--- config.mk ---
export PLATFORM = sky130hd
export DESIGN_NAME = pcileech_ft601_gate_flat
export DESIGN_NICKNAME = d
export VERILOG_FILES = /design/src/rtl/pcileech_ft601_gate_if.sv /design/src/rtl/pcileech_ft601_gate.sv /design/src/flat_wrapper.sv
export SDC_FILE = /design/constraint.sdc
export NUM_CORES = 1
export LEC_CHECK = 0
export ABC_AREA = 1
export CORE_AREA = 2 2 93 86
export CTS_CLUSTER_DIAMETER = 200
export CTS_CLUSTER_SIZE = 28
export DETAILED_ROUTE_END_ITERATION = 8
export DIE_AREA = 0 0 95 88
export MAX_ROUTING_LAYER = met4
export PLACE_DENSITY = 0.73
export SLEW_MARGIN = 10
export SYNTH_ARGS = -nofsm -noshare
export SYNTH_HDL_FRONTEND = slang
export SYNTH_SLANG_ARGS = --single-unit
--- constraint.sdc ---
create_clock -name clk -period 2.35 [get_ports clk]
set_input_delay 0.47 -clock clk [delete_from_list [all_inputs] [get_ports clk]]
set_output_delay 0.47 -clock clk [all_outputs]
set_load 0.1 [all_outputs]
--- src/rtl/pcileech_ft601_gate_if.sv ---
// FT601 signal bundle around the DNA gate: controller-side (com_*) and
// pad-side (ft601_*) strobes and flags. The gate uses the slave view; the
// controller plus physical pads together form the master view.
interface pcileech_ft601_gate_if;
  logic com_wr_n;
  logic com_rd_n;
  logic com_oe_n;
  logic com_siwu_n;
  logic com_rst_n;
  logic com_rxf_n;
  logic com_txe_n;
  logic ft601_rxf_n;
  logic ft601_txe_n;
  logic ft601_wr_n;
  logic ft601_rd_n;
  logic ft601_oe_n;
  logic ft601_siwu_n;
  logic ft601_rst_n;

  modport master (
    output com_wr_n, com_rd_n, com_oe_n, com_siwu_n, com_rst_n,
    output ft601_rxf_n, ft601_txe_n,
    input  com_rxf_n, com_txe_n,
    input  ft601_wr_n, ft601_rd_n, ft601_oe_n, ft601_siwu_n, ft601_rst_n
  );

  modport slave (
    input  com_wr_n, com_rd_n, com_oe_n, com_siwu_n, com_rst_n,
    input  ft601_rxf_n, ft601_txe_n,
    output com_rxf_n, com_txe_n,
    output ft601_wr_n, ft601_rd_n, ft601_oe_n, ft601_siwu_n, ft601_rst_n
  );
endinterface

--- src/rtl/pcileech_ft601_gate.sv ---
// Enforcement gate for the device-DNA check. FT601 traffic passes only after
// a valid, matching DNA result. A mismatch, a dropped result or a missing
// result within the timeout leads (via an orderly drain of any in-flight bus
// cycle) to a sticky lock that only rst_n clears.
module pcileech_ft601_gate #(
  parameter logic [31:0] TIMEOUT_CYCLES = 32'd10_000_000,
  parameter logic [15:0] DRAIN_CYCLES   = 16'd1024,
  parameter logic [4:0]  BLINK_LOG2     = 5'd24
) (
  input  logic                      clk,
  input  logic                      rst_n,
  input  logic                      dna_valid,
  input  logic                      id_match,
  pcileech_ft601_gate_if.slave      bus,
  output logic [1:0]                gate_state,
  output logic                      led_lock
);

  typedef enum logic [1:0] {
    ST_WAIT  = 2'd0,
    ST_RUN   = 2'd1,
    ST_DRAIN = 2'd2,
    ST_LOCK  = 2'd3
  } state_t;

  localparam logic [BLINK_LOG2:0] BLINK_ONE = {{BLINK_LOG2{1'b0}}, 1'b1};

  state_t              state_r;
  state_t              state_s;
  logic [31:0]         timeout_cnt_r;
  logic [31:0]         timeout_cnt_s;
  logic [15:0]         drain_cnt_r;
  logic [15:0]         drain_cnt_s;
  logic [BLINK_LOG2:0] blink_cnt_r;
  logic [BLINK_LOG2:0] blink_cnt_s;
  logic                bus_idle_s;

  assign bus_idle_s = bus.com_wr_n & bus.com_rd_n & bus.com_oe_n;

  // State and counter registers; asynchronous clear back to WAIT.
  always_ff @(posedge clk or negedge rst_n) begin
    if (!rst_n) begin
      state_r       <= ST_WAIT;
      timeout_cnt_r <= 32'd0;
      drain_cnt_r   <= 16'd0;
      blink_cnt_r   <= {(BLINK_LOG2 + 5'd1){1'b0}};
    end else begin
      state_r       <= state_s;
      timeout_cnt_r <= timeout_cnt_s;
      drain_cnt_r   <= drain_cnt_s;
      blink_cnt_r   <= blink_cnt_s;
    end
  end

  // Next-state and counter logic. id_match is only looked at once dna_valid
  // is high so an undriven comparator output cannot steer the FSM.
  always_comb begin
    state_s       = state_r;
    timeout_cnt_s = timeout_cnt_r;
    drain_cnt_s   = 16'd0;
    blink_cnt_s   = blink_cnt_r;
    case (state_r)
      ST_WAIT: begin
        // Saturating count so a held-off result can never re-enter timing.
        if (timeout_cnt_r < (TIMEOUT_CYCLES - 32'd1)) begin
          timeout_cnt_s = timeout_cnt_r + 32'd1;
        end else begin
          timeout_cnt_s = timeout_cnt_r;
        end
        if (dna_valid) begin
          if (id_match) begin
            state_s = ST_RUN;
          end else begin
            state_s = ST_LOCK;
          end
        end else if (timeout_cnt_r >= (TIMEOUT_CYCLES - 32'd1)) begin
          state_s = ST_LOCK;
        end else begin
          state_s = ST_WAIT;
        end
      end
      ST_RUN: begin
        if (dna_valid && id_match) begin
          state_s = ST_RUN;
        end else begin
          state_s = ST_DRAIN;
        end
      end
      ST_DRAIN: begin
        // A recovered id_match is deliberately not a way back to RUN.
        if (bus_idle_s) begin
          state_s = ST_LOCK;
        end else if (drain_cnt_r >= (DRAIN_CYCLES - 16'd1)) begin
          state_s = ST_LOCK;
        end else begin
          state_s     = ST_DRAIN;
          drain_cnt_s = drain_cnt_r + 16'd1;
        end
      end
      ST_LOCK: begin
        state_s     = ST_LOCK;
        blink_cnt_s = blink_cnt_r + BLINK_ONE;
      end
      default: begin
        state_s = ST_LOCK;
      end
    endcase
  end

  // Pad/flag muxes selected by the registered state (no added latency).
  always_comb begin
    bus.ft601_wr_n   = 1'b1;
    bus.ft601_rd_n   = 1'b1;
    bus.ft601_oe_n   = 1'b1;
    bus.ft601_siwu_n = 1'b1;
    bus.ft601_rst_n  = 1'b0;
    bus.com_rxf_n    = 1'b1;
    bus.com_txe_n    = 1'b1;
    case (state_r)
      ST_RUN: begin
        bus.ft601_wr_n   = bus.com_wr_n;
        bus.ft601_rd_n   = bus.com_rd_n;
        bus.ft601_oe_n   = bus.com_oe_n;
        bus.ft601_siwu_n = bus.com_siwu_n;
        bus.ft601_rst_n  = bus.com_rst_n;
        bus.com_rxf_n    = bus.ft601_rxf_n;
        bus.com_txe_n    = bus.ft601_txe_n;
      end
      ST_DRAIN: begin
        // Finish the current cycle, but advertise no data/space so the
        // controller cannot start another one.
        bus.ft601_wr_n   = bus.com_wr_n;
        bus.ft601_rd_n   = bus.com_rd_n;
        bus.ft601_oe_n   = bus.com_oe_n;
        bus.ft601_siwu_n = bus.com_siwu_n;
        bus.ft601_rst_n  = bus.com_rst_n;
        bus.com_rxf_n    = 1'b1;
        bus.com_txe_n    = 1'b1;
      end
      default: begin
        bus.ft601_wr_n   = 1'b1;
        bus.ft601_rd_n   = 1'b1;
        bus.ft601_oe_n   = 1'b1;
        bus.ft601_siwu_n = 1'b1;
        bus.ft601_rst_n  = 1'b0;
        bus.com_rxf_n    = 1'b1;
        bus.com_txe_n    = 1'b1;
      end
    endcase
  end

  assign gate_state = state_r;
  // The blink counter only runs in LOCK, so its top bit is 0 everywhere else.
  assign led_lock   = blink_cnt_r[BLINK_LOG2];

endmodule

--- src/flat_wrapper.sv ---
// flat-port wrapper written by rule: the top's interface ports become plain ports
module pcileech_ft601_gate_flat 
#(
  parameter logic [31:0] TIMEOUT_CYCLES = 32'd10_000_000,
  parameter logic [15:0] DRAIN_CYCLES   = 16'd1024,
  parameter logic [4:0]  BLINK_LOG2     = 5'd24
)
  (clk, rst_n, dna_valid, id_match, gate_state, led_lock, bus_com_wr_n, bus_com_rd_n, bus_com_oe_n, bus_com_siwu_n, bus_com_rst_n, bus_ft601_rxf_n, bus_ft601_txe_n, bus_com_rxf_n, bus_com_txe_n, bus_ft601_wr_n, bus_ft601_rd_n, bus_ft601_oe_n, bus_ft601_siwu_n, bus_ft601_rst_n);
  pcileech_ft601_gate_if bus_i ();
  input  logic clk;
  input  logic rst_n;
  input  logic dna_valid;
  input  logic id_match;
  output logic [1:0] gate_state;
  output logic led_lock;
  input wire logic [$bits(bus_i.com_wr_n)-1:0] bus_com_wr_n;
  input wire logic [$bits(bus_i.com_rd_n)-1:0] bus_com_rd_n;
  input wire logic [$bits(bus_i.com_oe_n)-1:0] bus_com_oe_n;
  input wire logic [$bits(bus_i.com_siwu_n)-1:0] bus_com_siwu_n;
  input wire logic [$bits(bus_i.com_rst_n)-1:0] bus_com_rst_n;
  input wire logic [$bits(bus_i.ft601_rxf_n)-1:0] bus_ft601_rxf_n;
  input wire logic [$bits(bus_i.ft601_txe_n)-1:0] bus_ft601_txe_n;
  output wire logic [$bits(bus_i.com_rxf_n)-1:0] bus_com_rxf_n;
  output wire logic [$bits(bus_i.com_txe_n)-1:0] bus_com_txe_n;
  output wire logic [$bits(bus_i.ft601_wr_n)-1:0] bus_ft601_wr_n;
  output wire logic [$bits(bus_i.ft601_rd_n)-1:0] bus_ft601_rd_n;
  output wire logic [$bits(bus_i.ft601_oe_n)-1:0] bus_ft601_oe_n;
  output wire logic [$bits(bus_i.ft601_siwu_n)-1:0] bus_ft601_siwu_n;
  output wire logic [$bits(bus_i.ft601_rst_n)-1:0] bus_ft601_rst_n;
  assign bus_i.com_wr_n = bus_com_wr_n;
  assign bus_i.com_rd_n = bus_com_rd_n;
  assign bus_i.com_oe_n = bus_com_oe_n;
  assign bus_i.com_siwu_n = bus_com_siwu_n;
  assign bus_i.com_rst_n = bus_com_rst_n;
  assign bus_i.ft601_rxf_n = bus_ft601_rxf_n;
  assign bus_i.ft601_txe_n = bus_ft601_txe_n;
  assign bus_com_rxf_n = bus_i.com_rxf_n;
  assign bus_com_txe_n = bus_i.com_txe_n;
  assign bus_ft601_wr_n = bus_i.ft601_wr_n;
  assign bus_ft601_rd_n = bus_i.ft601_rd_n;
  assign bus_ft601_oe_n = bus_i.ft601_oe_n;
  assign bus_ft601_siwu_n = bus_i.ft601_siwu_n;
  assign bus_ft601_rst_n = bus_i.ft601_rst_n;
  pcileech_ft601_gate #(.TIMEOUT_CYCLES(TIMEOUT_CYCLES), .DRAIN_CYCLES(DRAIN_CYCLES), .BLINK_LOG2(BLINK_LOG2)) u_core (.clk(clk), .rst_n(rst_n), .dna_valid(dna_valid), .id_match(id_match), .bus(bus_i), .gate_state(gate_state), .led_lock(led_lock));
endmodule
-- Word level (Yosys, flattened, before mapping)
Cells that the tools add are included.
- bits in registers: 75
- word-level logic and storage cells: 36
- output and inout bits: 10
- input bits: 11
- multiplexer cells: 17
- eq/ne operators: 3
- bitwise logic cells: 2
- reduce and logical (&&, ||, !) cells: 4
- $add $sub $neg: 3
- $lt $le $gt $ge: 3
- operators by type and width (operator ; count):
    $mux 16 ; 3
    $add 32x1->32 const B ; 1
    $ge 32x24->1 const B ; 1
    $lt 32x24->1 const B ; 1
    $add 25x1->25 const B ; 1
    $add 16x1->16 const B ; 1
    $ge 16x10->1 const B ; 1
    $mux 2 ; 5
    $mux 1 ; 8
    $pmux 2 s4 ; 1
    $eq 2x2->1 const B ; 2
    $and 1x1->1 ; 2
    $eq 2x1->1 const B ; 1
    $logic_not 2->1 ; 1
    $reduce_and 2->1 ; 1
    $reduce_or 2->1 ; 1
    $logic_and 1x1->1 ; 1

-- Depth between registers and ports, before layout
- word-level depth: 4
- gate-level depth with buffers: 13
- mapped depth without buffers: 12

-- Worst setup path before layout
OpenSTA, ideal clock, no wires.
- kind: register -> output
- start point: reg u_core.state_r[0] (netlist: u_core.gate_state[0])
- end point: out bus_ft601_oe_n
- buffers on the path: 0
- arrival time: 2.183 ns
- cell stages (with the launch flop): 4
- slack: -0.303 ns
- path through: dfrtp_1 inv_1 ha_1 nand2_1
- word-level cells in the longest chain between the ends: 3
- RTL lines (item ; line ; text):
    start: declaration ; pcileech_ft601_gate.sv:28 ; state_t state_r;
    start signal: assignment ; pcileech_ft601_gate.sv:48 ; state_r <= state_s;
    $eq 2x1->1 or $eq 2x2->1 (tied branches) ; pcileech_ft601_gate.sv:119 ; case (state_r)
    $reduce_or 2->1 (no line) * ; -- ;
    $mux 1 * ; pcileech_ft601_gate.sv:119 ;
    end: declaration ; flat_wrapper.sv:27 ; output wire logic [$bits(bus_i.ft601_oe_n)-1:0] bus_ft601_oe_n;
Mark *: on every way between the ends. The rest lies on a longest branch, timed or not.

-- Worst setup path after layout
- start point: reg u_core.state_r[1] (netlist: u_core.gate_state[1])
- end point: out bus_com_txe_n
- word-level cells in the longest chain between the ends: 2
- RTL lines (item ; line ; text):
    $eq 2x1->1 ; pcileech_ft601_gate.sv:119 ;
    $mux 1 ; pcileech_ft601_gate.sv:119 ;
    end: declaration ; flat_wrapper.sv:24 ; output wire logic [$bits(bus_i.com_txe_n)-1:0] bus_com_txe_n;
Every way passes these cells.

==> out/metrics.json <==
{
  "cts_made_buffers": 9,
  "routed_via_density": 5.02,
  "antenna_violating_nets_post_route": 0,
  "gp_congestion": 0.927,
  "post-place-ws_ps": 435,
  "crit_fanout": 4,
  "final.hold.worst_slack_ps": 111,
  "timing_worst_slew_pin_value_ps": 645,
  "area_of_the_die_um2": 8360,
  "worst_skew_pair_later_pin_latency_ps": 350,
  "crit_path_end_kind": "output pin",
  "post-route-util_pct": 61.2,
  "global_route.overflow_total": 0,
  "final.fill_count": 645,
  "number_of_enable_type_register_cells_in_the_synthesized_netlist": 0,
  "synth.avg_cell_area_um2": 8.04,
  "arrival_time_worst_endpoint_ps": 1620,
  "layout-drive-gt1-share_pct": 9.92,
  "vdd_ir_drop_max_uv": 562,
  "async_flop_share_pct": 100,
  "post-route-min-period_ps": 2090,
  "synth_sequential_area_ratio_pct": 47.3,
  "number_of_nets_in_the_final_layout": 538,
  "detail_route.drc_violations": 0,
  "min_period_over_period_pct": 89.0,
  "multiInputGateArea_um2": 1810,
  "synth.ff_latch_count": 75,
  "wl_per_cell_um": 12.7,
  "antennaDiodeCount": 0,
  "synth_cell_type_count": 34,
  "r2r_start": "u_core.timeout_cnt_r[0]$_DFFE_PN0P_",
  "p_sw_mw": 1.71,
  "timing_worst_setup_path_type": "flip-flop to output pin",
  "yosys_warnings": 0,
  "h-tree-depth": 3,
  "route.final.wire_length_mm": 7.89,
  "synth_top_flop_cell": "sky130_fd_sc_hd__dfrtp_1",
  "final_common_cell": "sky130_fd_sc_hd__nand2_1",
  "swShare_pct": 41.7,
  "vias": 3111,
  "syn_area_um2": 3970,
  "post_synth_inst_count": 494,
  "pwr_density_cell_nw_per_um2": 905,
  "finClkSkew_ps": 11.3,
  "clock-root-buffer": "sky130_fd_sc_hd__clkbuf_8",
  "first_global_vias": 3110,
  "clock_tree_from_tritoncts": "done",
  "post-cts-setup-buffer-count": 0,
  "flow.area_growth_from_synthesis_pct": 14.0,
  "hp-class": "input port to async pin",
  "core-area_um2": 7390,
  "critPathLaunchType": "flip-flop",
  "drtPass1Iterations": 4,
  "timing.critical_path.from": "u_core.gate_state[1]$_DFF_PN0_",
  "floorplan.initialDensity_pct": 53.7,
  "grt_start_max_net_pins": 46,
  "worst_setup_hold_path_clk_slew_ps": 90,
  "seqPwrFrac_pct": 36.8,
  "timing.max_cap.violations": 0,
  "total_leakage_power_nw": 2.18,
  "setup_tns_ps": 0,
  "result_of_the_run": "finished, final reports clean",
  "sequential_cell_area_um2": 1880,
  "layout_common_cells": "sky130_fd_sc_hd__nand2_1, sky130_fd_sc_hd__dfrtp_1, sky130_fd_sc_hd__nor2_1",
  "unrepaired_setup_endpoints_after_global_routing": "no",
  "maximum_clock_rate_ghz": 0.478,
  "timing.final.ws_setup_ps": 259,
  "place.detailed.hpwl_mm": 5.92,
  "comb_power_share_pct": 37.3,
  "drt_iter0_drc": 136,
  "power.share.clock_pct": 26.0,
  "dieWidth_um": 95,
  "maxSlewHeadroom_pct": 56.7,
  "finalSetupViolCount": 0,
  "post_cts.resized_instances": 0,
  "placement.io_buffers": 20,
  "slew_viol_final": 0,
  "cts.sink_count": 75,
  "clk_path_buf_depth": 2,
  "rows": 30,
  "grt_pass1_wl_mm": 13.9,
  "grt_usage_pct": 22.2,
  "hold_violation_count_in_the_final_report": 0,
  "cts_hold_buf": 0,
  "pin_count": 21,
  "grt_antenna_before_repair": 0,
  "worst_ep_required_time_ps": 1880,
  "internal-power_mw": 2.39,
  "die_h_um": 88
}
-- path summary, 6_finish.rpt --
kind | end | slack [ps] | depth (start not counted)
max | bus_com_txe_n | 260 | 5
max in group asynchronous | u_core.timeout_cnt_r[4]$_DFFE_PN0P_ | 1670 | 2
min in group clk | u_core.timeout_cnt_r[25]$_DFFE_PN0P_ | 380 | 0
max reg2reg | u_core.timeout_cnt_r[4]$_DFFE_PN0P_ | 420 | 12
min reg2reg | u_core.timeout_cnt_r[25]$_DFFE_PN0P_ | 380 | 0
min | u_core.timeout_cnt_r[15]$_DFFE_PN0P_ | 110 | 1
-- layout make-up --
class | instances | area share (%)
Inverter | 53 | 4.39
Clock buffer | 9 | 2.74
Sequential cell | 75 | 41.5
Tap cell | 96 | 2.65
Clock inverter | 7 | 1.93
Multi-Input combinational cell | 355 | 39.9
Timing Repair Buffer | 25 | 6.85
-- synth_stat cells, drive strengths merged, types with 10 or more instances --
cell type / n / area (µm²)
dfrtp: 75 / 1880
xnor2: 10 / 87.6
inv: 53 / 199
nor3: 15 / 85.1
nand4: 14 / 87.6
nand3: 25 / 130
nand2: 156 / 598
xor2: 31 / 272
nor2: 62 / 253
-- metrics by stage --
step | total power, mW | std cells | area, µm²
after detailed placement | 3.06 | 604 | 4320
after global placement | 3.03 | 604 | 4320
after CTS | 4.14 | 620 | 4530
after global routing | 4.31 | 620 | 4530
final | 4.10 | 620 | 4530
after floorplan | 2.63 | 499 | 3990
-- logic make-up (layout without fill, tap and decap cells) --
kind of cell	count (synthesis)	in the layout	synth area share, %
and+or+nand+nor	280	280	30.4
xor gates and xnor gates	41	41	9.04
adders and majority gates	8	8	2.52
DFF	75	75	47.3
buffers and inverters	69	94	7.69
AOI/OAI and AO/OA	20	20	2.96
other	1	6	0.0944
-- per-layer routing --
metal	part of all wire [%]	wire length, µm	up-vias	track usage, %
met2	49	3850	56	35.5
met4	1.3	106	0	7.11
met5	0	0	-	-
met1	46	3650	1462	27.9
li1	-	-	1579	-
met3	3.6	286	14	5.34
-- worst max-delay path, stage by stage, from the launching register on --
cell,delay (ps)
sky130_fd_sc_hd__dfrtp_2,440
sky130_fd_sc_hd__inv_1,110
sky130_fd_sc_hd__ha_1,180
sky130_fd_sc_hd__inv_1,70
sky130_fd_sc_hd__or2_2,300
sky130_fd_sc_hd__buf_12,170
-- power groups by stage --
stage / logic, mW / registers, mW / clock network [mW]
5_1_grt: 1.64 / 1.52 / 1.15
4_1_cts: 1.54 / 1.50 / 1.10
6_report: 1.53 / 1.51 / 1.06
3_3_place_gp: 1.51 / 1.52 / 0
3_5_place_dp: 1.53 / 1.53 / 0
2_1_floorplan: 1.01 / 1.63 / 0
-- flip-flops by register name, indices dropped and copies added (netlist names) --
name / count
u_core.drain_cnt_r: 16
u_core.gate_state: 2
u_core.blink_cnt_r: 25
u_core.timeout_cnt_r: 32
(Power assumes the default switching activity.)
